===== src/rtl/usr_serializer.sv =====
// Parallel-to-serial converter with a valid/ready word input and a valid/ready bit output.
// The shift direction is latched with each word; done pulses in the cycle after the last bit leaves.
module usr_serializer #(
   parameter int WIDTH = 4
) (
   input  logic             clk,
   input  logic             rst,
   input  logic             in_valid,
   output logic             in_ready,
   input  logic [WIDTH-1:0] in_data,
   input  logic             dir,
   output logic             ser_out,
   output logic             ser_valid,
   input  logic             ser_ready,
   output logic             done
);

   localparam int CW = $clog2(WIDTH);

   typedef enum logic {IDLE, SHIFT} state_t;

   state_t           state_q, state_d;
   logic [WIDTH-1:0] shreg_q, shreg_d;
   logic [CW-1:0]    cnt_q,   cnt_d;
   logic             dir_q,   dir_d;
   logic             done_q,  done_d;

   always_ff @(posedge clk) begin
      if (rst) begin
         state_q <= IDLE;
         shreg_q <= '0;
         cnt_q   <= '0;
         dir_q   <= 1'b0;
         done_q  <= 1'b0;
      end else begin
         state_q <= state_d;
         shreg_q <= shreg_d;
         cnt_q   <= cnt_d;
         dir_q   <= dir_d;
         done_q  <= done_d;
      end
   end

   always_comb begin
      state_d = state_q;
      case (state_q)
         IDLE:    if (in_valid) state_d = SHIFT;
         SHIFT:   if (ser_ready && cnt_q == '0) state_d = IDLE;
         default: state_d = IDLE;
      endcase
   end

   // cnt counts bits still to be consumed after the one currently on ser_out
   always_comb begin
      shreg_d = shreg_q;
      cnt_d   = cnt_q;
      dir_d   = dir_q;
      done_d  = 1'b0;
      if (state_q == IDLE) begin
         if (in_valid) begin
            shreg_d = in_data;
            dir_d   = dir;
            cnt_d   = CW'(WIDTH - 1);
         end
      end else if (ser_ready) begin
         if (cnt_q != '0) begin
            shreg_d = dir_q ? (shreg_q << 1) : (shreg_q >> 1);
            cnt_d   = cnt_q - CW'(1);
         end else begin
            done_d  = 1'b1;
         end
      end
   end

   always_comb begin
      in_ready  = 1'b0;
      ser_valid = 1'b0;
      ser_out   = 1'b0;
      done      = done_q;
      case (state_q)
         IDLE: in_ready = 1'b1;
         SHIFT: begin
            ser_valid = 1'b1;
            ser_out   = dir_q ? shreg_q[WIDTH-1] : shreg_q[0];
         end
         default: in_ready = 1'b0;
      endcase
   end

endmodule


===== config.mk =====
export PLATFORM = sky130hd
export DESIGN_NAME = usr_serializer
export DESIGN_NICKNAME = d
export VERILOG_FILES = /design/src/rtl/usr_serializer.sv
export SDC_FILE = /design/constraint.sdc
export NUM_CORES = 1
export LEC_CHECK = 0
export BUFFER_PORTS_ARGS = -buffer_cell sky130_fd_sc_hd__clkbuf_2
export CORE_AREA = 2 2 39 41
export DETAILED_ROUTE_END_ITERATION = 12
export DIE_AREA = 0 0 41 43
export GPL_ROUTABILITY_DRIVEN = 0
export MAX_ROUTING_LAYER = met4
export PLACE_DENSITY_LB_ADDON = 0.08
export SYNTH_ARGS = -nofsm -noshare
export SYNTH_HDL_FRONTEND = slang
export SYNTH_SLANG_ARGS = --single-unit
export TNS_END_PERCENT = 5

===== constraint.sdc =====
create_clock -name clk -period 3.6 [get_ports clk]
set_input_delay 0.54 -clock clk [delete_from_list [all_inputs] [get_ports clk]]
set_output_delay 0.54 -clock clk [all_outputs]
set_load 0.02 [all_outputs]

==> impl_results.md <==
- Status: completed
- DRT iter0 DRCs: 7
- WP buf/inv: 2
- Slew Limit Fails: 0
- Lkg Pwr: 0.2589 nW
- Synthesis Warnings: 0
- Io pins: 13
- Cell accounting for the most synthesized area: dfxtp_1
- CTS Root Cell: clkbuf_4
- Routed via count: 401
- Horiz. Die Dim: 41 um
- H-tree depth: 1
- Cells after synthesis: between 50 and 60
- Relative slew slack: 74.49%
- Die Area: between 1500 and 2000 um2
- Final period util: 50.74%
- Synth Net Count: 61
- Max-cap violations: 0
- Met2 Wirelength: 417 um
- Largest net degree at the start of global routing: 13
- CTS sink cnt: 9
- Area growth syn-to-layout: 16.88%
- Hold Buf Count CTS: 0
- CP required: approximately 3 ns
- Port bufs: 12
- CTS Buf Count: 3
- Highest metal used: met3
- First-pass GRT wire length: 1.483 mm
- Share of cells above drive strength 1: 45.31%
- Worst EP arrival: 1.29 ns
- Worst Max-Slew Pin Slew: 0.3822 ns
- Clk Latency, worst-skew pair: 0.26 ns
- Peak VDD IR: about 0.26 mV
- Synth Area per Inst: between 9 and 10 um2
- Clock transition at path regs: 0.07 ns
- # resized after CTS: 0
- Drt first pass iters: 3
- # nets final: 75
- Vias per std cell: 5.013
- Clk_skew: 0.005904 ns
- Mapped Area: 496.7 um2
- Initial antenna violation count: 0
- Crit Path Max Fanout: 12
- Crit Path Category: flip-flop to output port
- Total Power: ~0.24 mW
- Final min period: 1.827 ns
- Residual DRC: 0
- DRT Wirelength: 970 um
- Die height: 43 um
- Post-synthesis cell type count: 24
- M1 WL: 488 um
- Final setup violation count: 0
- FF+latch count, synth: 9
- Max Clock Freq: between 0.5 and 0.6 GHz
- DP Area: 553.0 um2
- Setup TNS Final: 0 ns
- Placement Rows: 14
- Vias in the first global route: between 300 and 400
- Synth top area cells: dfxtp_1 36%, and3b_2 6.0%, a211oi_2 5.0%, mux2_2 4.5%, a21oi_1 4.0%
- Clock buffer depth: 2
- Worst Setup Start Kind: flip-flop
- CTS tree: yes
- Area of the core: 1384 um2
- Most frequent cells in the layout: 12 x clkbuf_2, 9 x dfxtp_1, 4 x a21oi_1, 4 x nand2_1, 4 x nor3_1
- Worst setup EP type: output port
- Initial Utilization: 35.90%
- Final Hold Fails: 0
- Power per cell area: 421.7 nW/um2
- RSZ-0062 raised after global routing: false
- Largest incremental delay on the critical path: 0.55 ns
- Metal3 WL: 64 um
- Min-delay worst type: flip-flop to flip-flop
- Wire per inst: 12.13 um
- CP max-delay cell: dfxtp_1
- Antenna Nets Post-Route: 0
- Leading cell type in the layout, fill and taps excluded: clkbuf_2
- Worst path cell trace: inv_1 -> nor2_1 -> clkbuf_2
- HPWL Detailed: 753 um
- GRT Overall Usage: 13.12%
- Post-CTS Repair Setup Buffers: 0
- Seq/Total Area, Yosys: 36.27%
- ANT cells: 0
- Share of the synthesized area in the top cell type: roughly 36%
- Fillcell total: 148
- Grt ovf: 0
- Crit path max-delay family: flip-flops
- Reg2Reg Setup Slack: around 2.1 ns
- Design area: 580.6 um2
[worst paths after layout]
check / start / endpoint / depth (start not counted)
worst min-delay path: shreg_q[2] / shreg_q[2] / 2
worst max register to register: cnt_q[0] / shreg_q[0] / 5
worst min register to register: shreg_q[2] / shreg_q[2] / 2
worst max-delay path: state_q / ser_out / 3
[state kept, by name (all words and copies together) (netlist names)]
register	cells
dir_q	1
state_q	1
cnt_q	2
done	1
shreg_q	4
[cell families after synthesis]
family	Yosys count	synth area share [%]
flip-flops	9	36.27
buffers and inverters	6	7.052
AND/OR/NAND/NOR	22	32.49
adder cells (fa/ha/maj)	1	2.518
AO/OA/AOI/OAI	10	15.11
multiplexers	3	6.549
[stage by stage]
stage / setup slack (ns) / hold slack [ns] / cells / utilization [%]
finish: 1.773 / 0.4799 / 80 / 41.95
global route: 1.646 / 0.4769 / 80 / 41.95
CTS: 1.770 / 0.4831 / 80 / 41.95
detailed placement: 2.051 / 0.4745 / 76 / 39.96
global placement: 2.086 / 0.4723 / 76 / 39.96
floorplan: 1.972 / 0.4489 / 51 / -
[tightest hold or removal path, delay by kind of cell, from the launching register on]
family             cells  cell delay, ns
DFF                    1            0.32
and+or+nand+nor        1            0.07
AOI/OAI and AO/OA      1            0.05
[layout make-up]
cell class / instances / area [um2] / share of cell area (%)
clock buffers: 3 / 22.52 / 3.879
multi-input cells: 36 / 281.5 / 48.49
clock inverters: 1 / 5.005 / 0.8621
repair buffers: 12 / 60.06 / 10.34
well taps: 16 / 20.02 / 3.448
flip-flops and latches: 9 / 180.2 / 31.03
inverters: 3 / 11.26 / 1.940
[power breakdown]
group	internal (mW)	switching (mW)	leakage, nW	total [mW]
combinational	0.0249	0.0249	0.167	0.0499
sequential	0.108	0.00916	0.0744	0.117
clock	0.0410	0.0366	0.0177	0.0775
total	0.174	0.0707	0.259	0.245
[cell usage after synthesis, drive strengths merged]
| master | number |
|---|---|
| and3 | 1 |
| nand2b | 1 |
| nor2b | 1 |
| inv | 3 |
| ha | 1 |
| nand3 | 2 |
| nor2 | 1 |
| and3b | 4 |
| nor3 | 6 |
| a211oi | 2 |
| a21oi | 4 |
| mux2i | 1 |
| dfxtp | 9 |
| a221oi | 2 |
| o22ai | 2 |
| mux2 | 2 |
| and4b | 1 |
| nand3b | 1 |
| nand2 | 4 |
| buf | 3 |
[routing by layer]
layer,track usage [%],vias up
met3,9.424,0
met2,17.50,10
met5,-,-
met4,2.000,0
li1,-,211
met1,16.29,180
(Power assumes the default switching activity.)
